$ cat src/rtl/mem_stage_access_ctrl.sv
// MEM-stage data-memory access controller: turns the EX/MEM load/store fields into a
// req/ack bus transaction with byte strobes, stalls the pipe, and returns extended load data.
module mem_stage_access_ctrl #(
  parameter int unsigned TIMEOUT_CYC = 255
) (
  input  logic        CLOCK,
  input  logic        RESET,
  input  logic        inMemRead,
  input  logic        inMemWrite,
  input  logic [1:0]  inSIZE,
  input  logic        inlwusig,
  input  logic [31:0] inALUans,
  input  logic [31:0] inforb,
  output logic        DMEM_REQ,
  output logic        DMEM_WE,
  output logic [31:0] DMEM_ADDR,
  output logic [3:0]  DMEM_BE,
  output logic [31:0] DMEM_WDATA,
  input  logic [31:0] DMEM_RDATA,
  input  logic        DMEM_ACK,
  output logic        MEM_STALL,
  output logic [31:0] LOAD_DATA,
  output logic        LOAD_VALID,
  output logic        MEM_ERR,
  output logic [1:0]  dbg_state_o
);

  typedef enum logic [1:0] {IDLE = 2'd0, ACCESS = 2'd1, DONE = 2'd2} state_t;

  localparam logic [1:0] SZ_WORD = 2'b00;
  localparam logic [1:0] SZ_HALF = 2'b01;
  localparam logic [1:0] SZ_BYTE = 2'b10;
  localparam logic [15:0] CNT_LAST = 16'(TIMEOUT_CYC - 1);

  state_t      state_q, state_d;
  logic [15:0] cnt_q, cnt_d;
  logic        req_q, req_d, we_q, we_d;
  logic [31:0] addr_q, addr_d, wdata_q, wdata_d, ld_q, ld_d;
  logic [3:0]  be_q, be_d;
  logic [1:0]  size_q, size_d, alo_q, alo_d;
  logic        lwu_q, lwu_d, lv_q, lv_d, err_q, err_d;
  logic        access, illegal, timeout, stall;
  logic [3:0]  be_new;
  logic [31:0] wdata_new, rd_ext;
  logic [15:0] half_sel;
  logic [7:0]  byte_sel;

  assign access  = inMemRead | inMemWrite;
  assign illegal = (inMemRead & inMemWrite) | (inSIZE == 2'b11)
                 | ((inSIZE == SZ_HALF) & inALUans[0])
                 | ((inSIZE == SZ_WORD) & (inALUans[1:0] != 2'b00));
  assign timeout = (cnt_q == CNT_LAST);

  // Store lane placement from the incoming instruction.
  always_comb begin
    be_new    = 4'b1111;
    wdata_new = inforb;
    case (inSIZE)
      SZ_HALF: begin
        be_new    = inALUans[1] ? 4'b1100 : 4'b0011;
        wdata_new = {2{inforb[15:0]}};
      end
      SZ_BYTE: begin
        be_new    = 4'b0001 << inALUans[1:0];
        wdata_new = {4{inforb[7:0]}};
      end
      default: ;
    endcase
  end

  // Load extraction uses the lane and size latched at issue.
  always_comb begin
    half_sel = alo_q[1] ? DMEM_RDATA[31:16] : DMEM_RDATA[15:0];
    case (alo_q)
      2'd0:    byte_sel = DMEM_RDATA[7:0];
      2'd1:    byte_sel = DMEM_RDATA[15:8];
      2'd2:    byte_sel = DMEM_RDATA[23:16];
      default: byte_sel = DMEM_RDATA[31:24];
    endcase
    case (size_q)
      SZ_HALF: rd_ext = {{16{~lwu_q & half_sel[15]}}, half_sel};
      SZ_BYTE: rd_ext = {{24{~lwu_q & byte_sel[7]}}, byte_sel};
      default: rd_ext = DMEM_RDATA;
    endcase
  end

  always_ff @(posedge CLOCK or negedge RESET) begin
    if (!RESET) state_q <= IDLE;
    else        state_q <= state_d;
  end

  always_comb begin
    state_d = state_q;
    case (state_q)
      IDLE:    if (access) state_d = illegal ? DONE : ACCESS;
      ACCESS:  if (DMEM_ACK || timeout) state_d = DONE;
      DONE:    state_d = IDLE;
      default: state_d = IDLE;
    endcase
  end

  always_comb begin
    stall   = 1'b0;
    cnt_d   = cnt_q;
    req_d   = req_q;
    we_d    = we_q;
    addr_d  = addr_q;
    be_d    = be_q;
    wdata_d = wdata_q;
    size_d  = size_q;
    lwu_d   = lwu_q;
    alo_d   = alo_q;
    ld_d    = ld_q;
    lv_d    = 1'b0;
    err_d   = 1'b0;
    case (state_q)
      IDLE: if (access) begin
        stall = 1'b1;
        if (illegal) begin
          err_d = 1'b1;
        end else begin
          req_d   = 1'b1;
          we_d    = inMemWrite;
          addr_d  = {inALUans[31:2], 2'b00};
          be_d    = be_new;
          wdata_d = wdata_new;
          size_d  = inSIZE;
          lwu_d   = inlwusig;
          alo_d   = inALUans[1:0];
          cnt_d   = 16'd0;
        end
      end
      ACCESS: begin
        stall = 1'b1;
        if (DMEM_ACK) begin
          req_d = 1'b0;
          if (!we_q) begin
            ld_d = rd_ext;
            lv_d = 1'b1;
          end
        end else if (timeout) begin
          req_d = 1'b0;
          ld_d  = 32'd0;
          err_d = 1'b1;
        end else begin
          cnt_d = cnt_q + 16'd1;
        end
      end
      default: ;
    endcase
  end

  always_ff @(posedge CLOCK or negedge RESET) begin
    if (!RESET) begin
      cnt_q   <= 16'd0;
      req_q   <= 1'b0;
      we_q    <= 1'b0;
      addr_q  <= 32'd0;
      be_q    <= 4'd0;
      wdata_q <= 32'd0;
      size_q  <= 2'd0;
      lwu_q   <= 1'b0;
      alo_q   <= 2'd0;
      ld_q    <= 32'd0;
      lv_q    <= 1'b0;
      err_q   <= 1'b0;
    end else begin
      cnt_q   <= cnt_d;
      req_q   <= req_d;
      we_q    <= we_d;
      addr_q  <= addr_d;
      be_q    <= be_d;
      wdata_q <= wdata_d;
      size_q  <= size_d;
      lwu_q   <= lwu_d;
      alo_q   <= alo_d;
      ld_q    <= ld_d;
      lv_q    <= lv_d;
      err_q   <= err_d;
    end
  end

  // Stall is gated by reset so an in-flight instruction cannot hold the pipe during reset.
  assign MEM_STALL   = stall & RESET;
  assign DMEM_REQ    = req_q;
  assign DMEM_WE     = we_q;
  assign DMEM_ADDR   = addr_q;
  assign DMEM_BE     = be_q;
  assign DMEM_WDATA  = wdata_q;
  assign LOAD_DATA   = ld_q;
  assign LOAD_VALID  = lv_q;
  assign MEM_ERR     = err_q;
  assign dbg_state_o = state_q;

endmodule
$ cat config.mk
export PLATFORM = sky130hd
export DESIGN_NAME = mem_stage_access_ctrl
export DESIGN_NICKNAME = d
export VERILOG_FILES = /design/src/rtl/mem_stage_access_ctrl.sv
export SDC_FILE = /design/constraint.sdc
export NUM_CORES = 1
export LEC_CHECK = 0
export ABC_AREA = 1
export BUFFER_PORTS_ARGS = -buffer_cell sky130_fd_sc_hd__buf_2
export CAP_MARGIN = 10
export CORE_MARGIN = 2
export CORE_UTILIZATION = 46
export CTS_BUF_LIST = sky130_fd_sc_hd__clkbuf_8 sky130_fd_sc_hd__clkbuf_16
export DETAILED_ROUTE_END_ITERATION = 8
export GPL_TIMING_DRIVEN = 0
export PLACE_DENSITY = 0.88
export SYNTH_ARGS = -nofsm -noshare
export SYNTH_HDL_FRONTEND = slang
export SYNTH_SLANG_ARGS = --single-unit
$ cat constraint.sdc
create_clock -name CLOCK -period 1.6 [get_ports CLOCK]
set_input_delay 0.32 -clock CLOCK [delete_from_list [all_inputs] [get_ports CLOCK]]
set_output_delay 0.32 -clock CLOCK [all_outputs]
set_load 0.05 [all_outputs]
Word level (Yosys, flattened, before mapping)
Cells that the tools add are included.
{"block": "classes", "n_shift": 1, "n_mux": 33, "addsub": 1, "n_bitwise": 12, "n_reduce_logical": 12, "n_eq_ne": 16}
{"operator": "$pmux W32 S2", "count": 2}
{"operator": "$mux W32", "count": 3}
{"operator": "$mux W16", "count": 5}
{"operator": "$pmux W16 S2", "count": 1}
{"operator": "$pmux W8 S3", "count": 1}
{"operator": "$add A16 B1 Y16 const B", "count": 1}
{"operator": "$eq A16 B8 Y1 const B", "count": 1}
{"operator": "$mux W1", "count": 12}
{"operator": "$ne A2 B2 Y1 const B", "count": 6}
{"operator": "$eq A2 B1 Y1 const B", "count": 4}
{"operator": "$eq A2 B2 Y1 const B", "count": 4}
{"operator": "$pmux W4 S2", "count": 1}
{"operator": "$and A1 B1 Y1", "count": 6}
{"operator": "$logic_not A2 Y1", "count": 3}
{"operator": "$mux W2", "count": 3}
{"operator": "$pmux W1 S2", "count": 3}
{"operator": "$reduce_and A3 Y1", "count": 2}
{"operator": "$reduce_bool A2 Y1", "count": 3}
{"operator": "$reduce_and A5 Y1", "count": 1}
{"operator": "$mux W4", "count": 1}
{"operator": "$or A1 B1 Y1", "count": 4}
{"operator": "$pmux W2 S2", "count": 1}
{"operator": "$reduce_and A4 Y1", "count": 1}
{"operator": "$shl A1 B2 Y4 const A", "count": 1}
{"operator": "other kinds (4)", "count": 5}
{"block": "totals", "reg_bits": 125}

Longest topological paths before layout
Gate-level depths: netlist of run 1.
{"block": "depth", "word_depth": 7, "ltp_mapped": 12, "mapped_depth_nobuf": 11}

Worst setup path after synthesis of run 1
OpenSTA, ideal clock, no wires.
{"block": "synth_timing", "path_type": "register to output", "startpoint": "register state_q[0], in the netlist dbg_state_o[0]", "endpoint": "output port MEM_STALL", "t_required_ns": 1.280, "t_arrival_ns": 2.287, "path_slack_ns": -1.007, "stages_incl_launch_ff": 4, "path_cell_list": "dfrtp_1 nand2_2 clkbuf_1 a21boi_0"}
{"block": "synth_via", "elab_chain_len": 3}
{"item": "from (decl)", "line": "35", "text": "state_t state_q, state_d;"}
{"item": "from (signal assigned)", "line": "89", "text": "else state_q <= state_d;"}
{"item": "$eq A2 B1 Y1 / $logic_not A2 Y1 (equally long branches)", "line": "116", "text": "case (state_q)"}
{"item": "$pmux W1 S2 (*)", "line": "116"}
{"item": "$and A1 B1 Y1 (*)", "line": "184", "text": "assign MEM_STALL = stall & RESET;"}
{"item": "to (decl)", "line": "21", "text": "output logic MEM_STALL,"}
Every way passes the cells marked *; elsewhere a longest branch is shown, timed or not.

Worst setup path after layout of run 1
{"block": "layout_timing", "startpoint": "register state_q[1], in the netlist dbg_state_o[1]", "endpoint": "output port MEM_STALL"}
Same word-level chain as after synthesis.

==> flow_summary.toml, run 1 <==
[status]
outcome = "finished, violations left"
violations = "negative hold slack, negative setup slack"

[routing]
drt_first_pass_iters = 5
detail_route.drc_violations = 0
routed_wirelength_um = 21430
drt-vias-per-instance = 5.336
drt.antenna.violating_nets = 0
drt_iter0_drc = 579
wl_per_cell_um = 16.00
num_vias = 7145

[critical_path]
crit_chain = "inv_4, nand2_4, clkbuf_16, a21boi_4, buf_6"
crit-reg2reg-launch = "cnt_q[0]"
cpPeakStageDelay_ns = 0.42
critical_path.max_fanout = 3
worst_path_max_delay_cell = "sky130_fd_sc_hd__dfrtp_2"
critical_path.startpoint = "dbg_state_o[1]"
worst-endpoint-arrival_ns = 1.42
start_kind = "flip-flop"
critical_path.endpoint_type = "output port"
critical_path.endpoint = "MEM_STALL"
worst_case_reg_to_reg_path_depth = 8
cp_data_required_time_ns = 1.28
criticalPathCategory = "flip-flop to output port"
reg2reg_to = "LOAD_DATA[5]"
reg2reg_slack_ns = -0.10

[sta]
timing.final.ws_setup_ns = -0.1393
rsz0062_at_grt = "yes"
final_max_slew_viol_count = 0
final_number_of_setup_violating_endpoints = 47
hold_viol_final = 53
tightest_slew_ns = 0.6488
final_hold_slack_ns = -0.1979
min_period_ns = 1.739
final.period_utilization_pct = 108.7
max_clock_freq_ghz = 0.5749
tns_ns = -3.535
fin_skew_ns = 0.006968
relative_slew_margins_pct = 56.75

[yosys]
synth_flop_cell = "sky130_fd_sc_hd__dfrtp_1"
netlist_instances = 890
count_of_flip_flops_with_a_built_in_enable_after_synthesis = 0
netlist_area_mm2 = 0.006525
ys_seq_elements = 125
post_synth.cell_area_avg_um2 = 7.331
synth_seq_area_share_pct = 47.94
synth.yosys.warnings = 0
post_synth_num_cell_types = 34
synth-async-reset-ratio_pct = 100.0

[floorplanning]
rows = 43
die_y_um = 123.1
core_box_area_mm2 = 0.01388
die_area_mm2 = 0.01515
initial_utilization_pct = 47.01
io_pins = 211
die_w_um = 123.1

[placed_design]
place.detailed.instances = 1280
dp_worst_setup_slack_ns = -0.4300
hpwlAfterDp_um = 14350
io_buffer_count = 208
gpl.final_weighted_congestion = 0.8809

[clock_network]
root_buffer = "sky130_fd_sc_hd__clkbuf_16"
htree_levels = 4
cts.sinks = 125
worst_setup_hold_path_clk_slew_ns = 0.06
clock_tree_from_tritoncts = "done"
clock_path_buffers = 2
cts_buffers = 17
worstSkewPairLatency_ns = 0.43

[grt]
grt_antenna_before_repair = 0
grt_first_pass_wirelength_um = 33480
first_global_vias = 6837
grt_max_degree = 56
grt_overflow = 0
gr-usage-all-layers_pct = 28.56

[layout]
drive_gt1_share_pct = 35.98
finish.cell_count_without_fillers = 1339
seqCellArea_mm2 = 0.003133
final.fill_count = 1088
final_net_count = 1258
synthesis_to_layout_area_growth_pct = 42.88
antennaDiodeCount = 0
multi_input_comb_area_mm2 = 0.003374

[power_and_ir_drop]
power.density_mw_per_mm2 = 2241
leakagePower_nw = 5.143
ir_drop_v = 0.001752
p_total_mw = 20.89

[min_path]
hp-class = "input port to asynchronous set/reset pin"

[run]
drv_cap = 0
[Yosys cell counts (2+ instances only)]
cell type / instances / area share, %
sky130_fd_sc_hd__nand2_2: 3 / 0.29
sky130_fd_sc_hd__buf_1: 3 / 0.17
sky130_fd_sc_hd__nor3_1: 2 / 0.15
sky130_fd_sc_hd__nand3_1: 98 / 7.5
sky130_fd_sc_hd__nor2_1: 79 / 4.5
sky130_fd_sc_hd__dfrtp_1: 125 / 48
sky130_fd_sc_hd__o21ai_1: 8 / 0.61
sky130_fd_sc_hd__clkbuf_1: 22 / 1.3
sky130_fd_sc_hd__inv_2: 2 / 0.12
sky130_fd_sc_hd__xor2_1: 3 / 0.40
sky130_fd_sc_hd__a21oi_1: 19 / 1.5
sky130_fd_sc_hd__a311oi_1: 2 / 0.27
sky130_fd_sc_hd__ha_1: 8 / 1.5
sky130_fd_sc_hd__o21ai_0: 52 / 4.0
sky130_fd_sc_hd__o21bai_1: 2 / 0.23
sky130_fd_sc_hd__xnor2_1: 3 / 0.40
sky130_fd_sc_hd__nand4_1: 7 / 0.67
sky130_fd_sc_hd__buf_2: 16 / 1.2
sky130_fd_sc_hd__a31oi_1: 2 / 0.19
sky130_fd_sc_hd__o221ai_1: 6 / 0.81
sky130_fd_sc_hd__nand3_2: 2 / 0.31
sky130_fd_sc_hd__nor2_2: 3 / 0.29
sky130_fd_sc_hd__clkinv_1: 2 / 0.12
sky130_fd_sc_hd__nand2_1: 352 / 20
sky130_fd_sc_hd__buf_6: 4 / 0.69
sky130_fd_sc_hd__nor2_4: 2 / 0.35
sky130_fd_sc_hd__buf_4: 4 / 0.46
sky130_fd_sc_hd__inv_1: 53 / 3.0
[final cells by class]
type,count,area share [%]
repair buffers,236,14.66
multi-input cells,661,36.20
inverters,57,2.389
clock buffers,19,4.858
well taps,180,2.416
flip-flops and latches,125,33.61
plain buffers,48,3.852
clock inverters,13,2.027
[routing by layer]
metal | GRT usage (%) | routed length, um
met5 | 0 | 0
met2 | 47.58 | 10550
met4 | 13.07 | 688
met1 | 34.56 | 8192
met3 | 7.795 | 1995
[logic make-up after synthesis]
kind of cell               share of synthesized area [%]
adders and majority gates                          1.534
and+or+nand+nor                                    34.67
AOI/OAI and AO/OA                                  7.900
other                                            0.05747
xor gates and xnor gates                          0.8055
DFF                                                47.94
buffers and inverters                              7.095
[per-stage QoR]
| stage | area, um^2 | util, % |
|---|---|---|
| floorplan | 6559 | - |
| global placement | 7825 | 56.37 |
| detailed placement | 7859 | 56.62 |
| CTS | 9100 | 65.56 |
| global route | 9323 | 67.16 |
| finish | 9323 | 67.16 |
[state kept, by name (all words and copies together) (netlist names)]
name         count
dbg_state_o      2
cnt_q           16
alo_q            2
LOAD_DATA       32
MEM_ERR          1
DMEM_REQ         1
LOAD_VALID       1
DMEM_ADDR       30
DMEM_WE          1
DMEM_WDATA      32
size_q           2
lwu_q            1
DMEM_BE          4
[cell usage in the layout, fill, tap and decap left out, types with 13 or more instances in the layout]
cell type	count
sky130_fd_sc_hd__nand2_1	321
sky130_fd_sc_hd__buf_2	214
sky130_fd_sc_hd__dfrtp_1	121
sky130_fd_sc_hd__nor2_1	73
sky130_fd_sc_hd__nand3_1	64
sky130_fd_sc_hd__inv_1	49
sky130_fd_sc_hd__o21ai_0	49
sky130_fd_sc_hd__nand3_2	32
sky130_fd_sc_hd__nand2_2	29
sky130_fd_sc_hd__buf_4	22
sky130_fd_sc_hd__clkbuf_16	18
sky130_fd_sc_hd__a21oi_1	18
sky130_fd_sc_hd__buf_6	16
sky130_fd_sc_hd__clkbuf_2	13
[report_power, final]
part           internal (mW)  switching [mW]  total (mW)
Combinational           3.05            8.32        11.4
Sequential              4.46           0.863        5.32
Clock                   2.69            1.50        4.20
[repair_timing]
action / CTS / global route
resized for setup: 94 / 79
cloned: 6 / 0
setup buffers: 18 / 4
endpoints found under the hold margin: 53 / 53
endpoints found under the setup margin: 66 / 124
pin swaps: 39 / 17
[worst max-delay path, delay by kind of cell (launching register included)]
| kind | cells | cell delay (ns) |
|---|---|---|
| simple gates | 1 | 0.06 |
| buf+inv | 3 | 0.40 |
| compound gates | 1 | 0.12 |
| flops | 1 | 0.42 |
[worst min-delay path by stage]
| stage | slack (ns) | end |
|---|---|---|
| floorplan | 0.02 | DMEM_ADDR[10] |
| detailed placement | 0.31 | DMEM_ADDR[22] |
| finish | -0.20 | DMEM_ADDR[22] |
| CTS | -0.19 | DMEM_ADDR[22] |
| global placement | 0.45 | DMEM_ADDR[6] |
| global route | -0.16 | DMEM_ADDR[22] |
No activity file was read; power rests on OpenSTA's default activity.
==> run 2, diff against run 1 <==
--- a/config.mk
+++ b/config.mk
@@ -6,12 +6,12 @@
 export NUM_CORES = 1
 export LEC_CHECK = 0
 export ABC_AREA = 1
-export BUFFER_PORTS_ARGS = -buffer_cell sky130_fd_sc_hd__buf_2
 export CAP_MARGIN = 10
 export CORE_MARGIN = 2
-export CORE_UTILIZATION = 46
+export CORE_UTILIZATION = 60
 export CTS_BUF_LIST = sky130_fd_sc_hd__clkbuf_8 sky130_fd_sc_hd__clkbuf_16
 export DETAILED_ROUTE_END_ITERATION = 8
+export DONT_BUFFER_PORTS = 1
 export GPL_TIMING_DRIVEN = 0
 export PLACE_DENSITY = 0.88
 export SYNTH_ARGS = -nofsm -noshare
==> constraint.sdc (replaced) <==
create_clock -name CLOCK -period 1.8 [get_ports CLOCK]
set_input_delay 0.36 -clock CLOCK [delete_from_list [all_inputs] [get_ports CLOCK]]
set_output_delay 0.36 -clock CLOCK [all_outputs]
set_load 0.05 [all_outputs]
==> run 2 against run 1 <==
  * The flow still finishes with violations (negative hold slack, negative setup slack)
  * Total power is 23% lower
  * Global-route usage is 3.6 points higher
  * Flip-flop and latch count stayed put
  * Final area is 17% lower
  * Final cell count is 18% lower
  * Critical endpoint unchanged
  * Largest cell class is now flip-flops and latches
==> flow_summary.toml, run 2 (synthesis results as in run 1) <==
[layout]
drive_gt1_share_pct = 10.50
synthesis_to_layout_area_growth_pct = 19.27
final.fill_count = 856
layout_common_cells = "sky130_fd_sc_hd__nand2_1 (350), sky130_fd_sc_hd__dfrtp_1 (123), sky130_fd_sc_hd__nand3_1 (97), sky130_fd_sc_hd__nor2_1 (76)"
finish.cell_count_without_fillers = 1103
final_net_count = 1061
layout_commonest_cell = "sky130_fd_sc_hd__nand2_1"

[grt]
grt_first_pass_wirelength_um = 28880
grt_max_degree = 127
gr-usage-all-layers_pct = 32.16
grt_overflow = 0
grt_antenna_before_repair = 1
first_global_vias = 5834

[placed_design]
dp_worst_setup_slack_ns = -0.2635
gpl.final_weighted_congestion = 0.9141
place.detailed.instances = 1031
io_buffer_count = 0
hpwlAfterDp_um = 12670

[clock_network]
worst_setup_hold_path_clk_slew_ns = 0.06
htree_levels = 4
root_buffer = "sky130_fd_sc_hd__clkbuf_8"
cts.sinks = 125
cts_buffers = 17
clock_tree_from_tritoncts = "done"
worstSkewPairLatency_ns = 0.53
clock_path_buffers = 2

[critical_path]
cp_data_required_time_ns = 1.44
worst-endpoint-arrival_ns = 1.75
worst_path_max_delay_cell = "sky130_fd_sc_hd__dfrtp_2"
reg2reg_to = "LOAD_DATA[18]"
critPathTopFamily = "flip-flops"
worst_case_reg_to_reg_path_depth = 11
start_kind = "flip-flop"
reg2reg_slack_ns = -0.10
criticalPathCategory = "flip-flop to output port"
crit-reg2reg-launch = "dbg_state_o[1]"
critical_path.max_fanout = 3
cpPeakStageDelay_ns = 0.54
crit_buf_inv = 2
crit_chain = "inv_4, nand2_4, clkbuf_16, a21boi_4"
critical_path.endpoint_type = "output port"

[sta]
relative_slew_margins_pct = 58.06
max_clock_freq_ghz = 0.4731
final.period_utilization_pct = 117.4
hold_viol_final = 125
final_hold_slack_ns = -0.4676
min_period_ns = 2.114
timing.final.ws_setup_ns = -0.3137
fin_skew_ns = 0.008942
rsz0062_at_grt = "yes"
final_number_of_setup_violating_endpoints = 33
tightest_slew_ns = 0.6291
final_max_slew_viol_count = 0

[floorplanning]
rows = 38
initial_utilization_pct = 60.72
die_area_mm2 = 0.01173
io_pins = 211
die_y_um = 108.3
die_w_um = 108.3
core_box_area_mm2 = 0.01075

[min_path]
hp-class = "input port to asynchronous set/reset pin"

[power_and_ir_drop]
share_seq_of_total_power_pct = 53.7
ir_drop_v = 0.001293
power_frac_clock_pct = 20.1
p_sw_share_pct = 55.16
p_switching_mw = 8.873
comb_power_share_pct = 26.2
leakagePower_nw = 4.069
cellInternalPower_mw = 7.214
power.density_mw_per_mm2 = 2067

[routing]
num_vias = 6309
detail_route.drc_violations = 0
drt-vias-per-instance = 5.720
wl_per_cell_um = 17.31
drt_iter0_drc = 668
routed_wirelength_um = 19100
drt.antenna.violating_nets = 0
drt_first_pass_iters = 5

[run]
drv_cap = 0

[status]
outcome = "finished, violations left"
violations = "negative hold slack, negative setup slack"
==> run 2: how the worst max path moves through the flow <==
stage	end	cells past startpoint	slack [ns]	startpoint
floorplan	MEM_STALL	4	0.09	dbg_state_o[1]
global placement	DMEM_ADDR[10]	7	-0.24	dbg_state_o[1]
detailed placement	DMEM_WDATA[24]	9	-0.26	inSIZE[0]
CTS	MEM_STALL	4	-0.34	dbg_state_o[1]
global route	MEM_STALL	4	-0.37	dbg_state_o[1]
finish	MEM_STALL	4	-0.31	dbg_state_o[1]
==> run 2: area by class of cell <==
cell class	instances	area (um^2)	area share, %
Timing Repair Buffer	39	375.4	4.823
Inverter	57	216.5	2.781
Antenna cell	1	2.502	0.03215
Clock inverter	15	140.1	1.801
Multi-Input combinational cell	660	3023	38.84
Clock buffer	17	414.1	5.322
Tap cell	140	175.2	2.251
Buffer	49	305.3	3.923
Sequential cell	125	3131	40.23
==> run 2: per-layer routing <==
metal / part of all wire, % / GRT usage, % / vias to the layer above
met5: 0 / 0 / -
met3: 11 / 10.85 / 51
met1: 37 / 39.82 / 2915
met2: 49 / 51.17 / 374
met4: 2.9 / 14.74 / 0
li1: - / - / 2969
==> run 2: worst register-to-register path, delay by kind of cell, from the launching register on <==
family / cells / cell delay (ns)
DFF: 1 / 0.54
buffers and inverters: 6 / 0.77
and+or+nand+nor: 5 / 0.48
==> run 2: timing repair <==
item / 4_1_cts / 5_1_grt
pin swaps: 3 / 2
setup buffers: 5 / 1
hold buffers: 32 / 1
hold endpoints to repair: 157 / 126
resized for setup: 25 / 23
endpoints found under the setup margin: 118 / 108
==> run 2: power by group through the flow <==
stage	sequential (mW)	combinational [mW]	clock, mW
after floorplan	8.33	2.94	0
after global placement	8.64	3.59	0
after detailed placement	8.65	3.76	0
after CTS	8.63	4.00	3.24
after global routing	8.79	4.70	3.40
final	8.64	4.21	3.23
==> run 2: per-stage QoR <==
stage | power (mW) | hold slack (ns) | TNS (ns) | util, % | cell area [um^2]
6_report | 16.09 | -0.4676 | -2.715 | 72.43 | 7782
5_1_grt | 16.89 | -0.4942 | -4.419 | 72.43 | 7782
4_1_cts | 15.87 | -0.4823 | -1.860 | 71.63 | 7697
3_5_place_dp | 12.41 | 0.06779 | -16.58 | 62.52 | 6718
3_3_place_gp | 12.23 | 0.06967 | -14.03 | 62.52 | 6718
2_1_floorplan | 11.27 | 0.06441 | 0 | - | 6543
==> run 3, diff against run 2 <==
--- a/config.mk
+++ b/config.mk
@@ -5,7 +5,6 @@
 export SDC_FILE = /design/constraint.sdc
 export NUM_CORES = 1
 export LEC_CHECK = 0
-export ABC_AREA = 1
 export CAP_MARGIN = 10
 export CORE_MARGIN = 2
 export CORE_UTILIZATION = 60
==> run 3 against run 2 <==
  * First-iteration DRC count shrank 6.7%
  * The flow still finishes with violations (negative hold slack, negative setup slack)
  * Clock skew grew 0.0033 ns
  * Critical endpoint is now LOAD_DATA[31]
  * Sequential power about the same
  * Routed wire length is 11% higher
  * Clock-buffer cell count is the same
  * Register-to-register slack lost 0.13 ns
  * Core utilization increased by 7.5 points
  * Largest power group unchanged
==> flow_summary.toml, run 3 <==
[grt]
first_global_vias = 5862
gr-usage-all-layers_pct = 39.23
grt_antenna_before_repair = 0
grt_first_pass_wirelength_um = 30800
grt_max_degree = 127
grt_overflow = 0

[critical_path]
crit_chain = "inv_2, ha_4, nor4b_4, nand4b_4, o31a_4, buf_8, a221o_1"
worst_case_reg_to_reg_path_depth = 7
crit-reg2reg-launch = "cnt_q[0]"
cpPeakStageDelay_ns = 0.41
start_kind = "flip-flop"
critical_path.max_fanout = 8
cp_data_required_time_ns = 2.20
criticalPathCategory = "flip-flop to flip-flop"
reg2reg_to = "LOAD_DATA[31]"
critical_path.endpoint_type = "flip-flop"
reg2reg_slack_ns = -0.23
worst_path_max_delay_cell = "sky130_fd_sc_hd__dfrtp_2"
worst-endpoint-arrival_ns = 2.43

[power_and_ir_drop]
cellInternalPower_mw = 7.428
p_switching_mw = 8.388
power.density_mw_per_mm2 = 2052
p_sw_share_pct = 53.04
comb_power_share_pct = 23.6
power_frac_clock_pct = 21.7
ir_drop_v = 0.001546
share_seq_of_total_power_pct = 54.7
leakagePower_nw = 3.573

[run]
drv_cap = 0

[status]
violations = "negative hold slack, negative setup slack"
outcome = "finished, violations left"

[floorplanning]
io_pins = 211
die_w_um = 102.8
core_box_area_mm2 = 0.009639
rows = 36
die_area_mm2 = 0.01057
initial_utilization_pct = 60.76
die_y_um = 102.8

[clock_network]
clock_path_buffers = 2
root_buffer = "sky130_fd_sc_hd__clkbuf_8"
cts_buffers = 17
worst_setup_hold_path_clk_slew_ns = 0.07
worstSkewPairLatency_ns = 0.54
htree_levels = 4
clock_tree_from_tritoncts = "done"
cts.sinks = 125

[yosys]
yosysMostFrequentCell = "sky130_fd_sc_hd__nand2_1"
synth.top_cell.area_share_pct = 53.41
synth_seq_area_share_pct = 53.41
synth-async-reset-ratio_pct = 100.0
synth_commonest_cells = "sky130_fd_sc_hd__nand2_1 (169), sky130_fd_sc_hd__dfrtp_1 (125), sky130_fd_sc_hd__o21ai_0 (44)"
synth_flop_cell = "sky130_fd_sc_hd__dfrtp_1"
post_synth_num_cell_types = 56
netlist_instances = 614
netlist_top_cells_area = "sky130_fd_sc_hd__dfrtp_1 (53%), sky130_fd_sc_hd__nand2_1 (11%), sky130_fd_sc_hd__o21ai_0 (3.8%)"
ys_seq_elements = 125
synth.yosys.warnings = 0
netlist_area_mm2 = 0.005857
most_area_hungry_cell_type_in_the_yosys_netlist = "sky130_fd_sc_hd__dfrtp_1"
count_of_flip_flops_with_a_built_in_enable_after_synthesis = 0
post_synth.cell_area_avg_um2 = 9.539

[placed_design]
io_buffer_count = 0
dp_worst_setup_slack_ns = -0.5956
gpl.final_weighted_congestion = 0.8930
hpwlAfterDp_um = 11260

[routing]
routed_wirelength_um = 21170
drt.antenna.violating_nets = 0
wl_per_cell_um = 24.44
drt_first_pass_iters = 6
num_vias = 5753
detail_route.drc_violations = 0
drt-vias-per-instance = 6.643
drt_iter0_drc = 623

[layout]
final_core_util_pct = 79.97
final_net_count = 832
synthesis_to_layout_area_growth_pct = 31.62
antennaDiodeCount = 0
layout_commonest_cell = "sky130_fd_sc_hd__nand2_1"
drive_gt1_share_pct = 16.92
layout_common_cells = "sky130_fd_sc_hd__nand2_1 (161), sky130_fd_sc_hd__dfrtp_1 (121), sky130_fd_sc_hd__dlygate4sd3_1 (66), sky130_fd_sc_hd__o21ai_0 (41), sky130_fd_sc_hd__a21oi_1 (27)"

[sta]
relative_slew_margins_pct = 60.34
hold_viol_final = 125
timing.final.ws_setup_ns = -0.2304
final_hold_slack_ns = -0.4719
final.period_utilization_pct = 112.8
tns_ns = -7.314
max_clock_freq_ghz = 0.4925
tightest_slew_ns = 0.5949
final_number_of_setup_violating_endpoints = 66
fin_skew_ns = 0.01229
rsz0062_at_grt = "yes"
min_period_ns = 2.030
final_max_slew_viol_count = 0

[min_path]
hp-class = "input port to asynchronous set/reset pin"
-- run 3: final cells by class --
class	count	area (um^2)
inverter	11	43.79
multi-input combinational	440	2689
tap	133	166.4
buffer	36	226.5
clock inverter	15	163.9
sequential	125	3138
timing repair buffer	89	867.1
clock buffer	17	414.1
fill	523	1931
-- run 3: cells by family (layout without fill, tap and decap cells) --
| kind of cell | count (synthesis) | count (layout) | synth area share [%] |
|---|---|---|---|
| other cells | 1 | 2 | 0.06403 |
| xor+xnor | 7 | 7 | 1.047 |
| fa+ha+maj | 8 | 8 | 1.709 |
| simple gates | 261 | 261 | 20.59 |
| buf+inv | 50 | 168 | 3.803 |
| mux | 12 | 12 | 2.307 |
| flops | 125 | 125 | 53.41 |
| compound gates | 150 | 150 | 17.07 |
-- run 3: stage by stage --
stage	std cells	power [mW]	hold WS, ns	instance area, um^2
finish	866	15.82	-0.4719	7709
global route	866	16.26	-0.4863	7709
CTS	856	15.16	-0.4859	7528
detailed placement	748	11.40	0.06673	6057
global placement	748	11.21	0.06753	6057
floorplan	615	10.51	0.06441	5891
-- run 3: worst max path at each step --
| stage | from | to | slack [ns] | cells after the start |
|---|---|---|---|---|
| detailed placement | dbg_state_o[0] | LOAD_DATA[14] | -0.60 | 5 |
| global route | cnt_q[0] | LOAD_DATA[28] | -0.27 | 7 |
| CTS | cnt_q[0] | DMEM_REQ | -0.21 | 8 |
| finish | cnt_q[0] | LOAD_DATA[31] | -0.23 | 7 |
| floorplan | cnt_q[0] | LOAD_DATA[28] | -0.1 | 7 |
| global placement | dbg_state_o[0] | LOAD_DATA[14] | -0.60 | 5 |
-- run 3: worst max-delay path: cells and delay by family (launching register included) --
kind            cells  cell delay, ns
compound gates      2            0.74
fa+ha+maj           1            0.12
buf+inv             2            0.24
flops               1            0.41
simple gates        2            0.40
-- run 3: what timing repair did --
item	CTS	global route
gates resized for setup	41	41
gates cloned	2	0
endpoints found under the hold margin	190	126
pin swaps	30	19
hold buffers	65	1
buffers inserted	10	12
endpoints found under the setup margin	68	124
-- run 3: routing by layer --
metal  GRT usage [%]  routed length [um]  vias to the layer above  share of wire [%]
li1                -                   -                     2356                  -
met1           41.89                7038                     2795                 33
met2           66.72               10480                      476                 50
met3           13.83                2389                      126                 11
met4           24.09                1252                        0                5.9
met5               0                   0                        -                  0
-- run 3: power by group through the flow --
| stage | Sequential [mW] | Combinational (mW) | Clock, mW |
|---|---|---|---|
| 2_1_floorplan | 8.23 | 2.28 | 0 |
| 3_3_place_gp | 8.53 | 2.68 | 0 |
| 3_5_place_dp | 8.55 | 2.85 | 0 |
| 4_1_cts | 8.54 | 3.27 | 3.34 |
| 5_1_grt | 8.75 | 3.99 | 3.53 |
| 6_report | 8.65 | 3.73 | 3.43 |
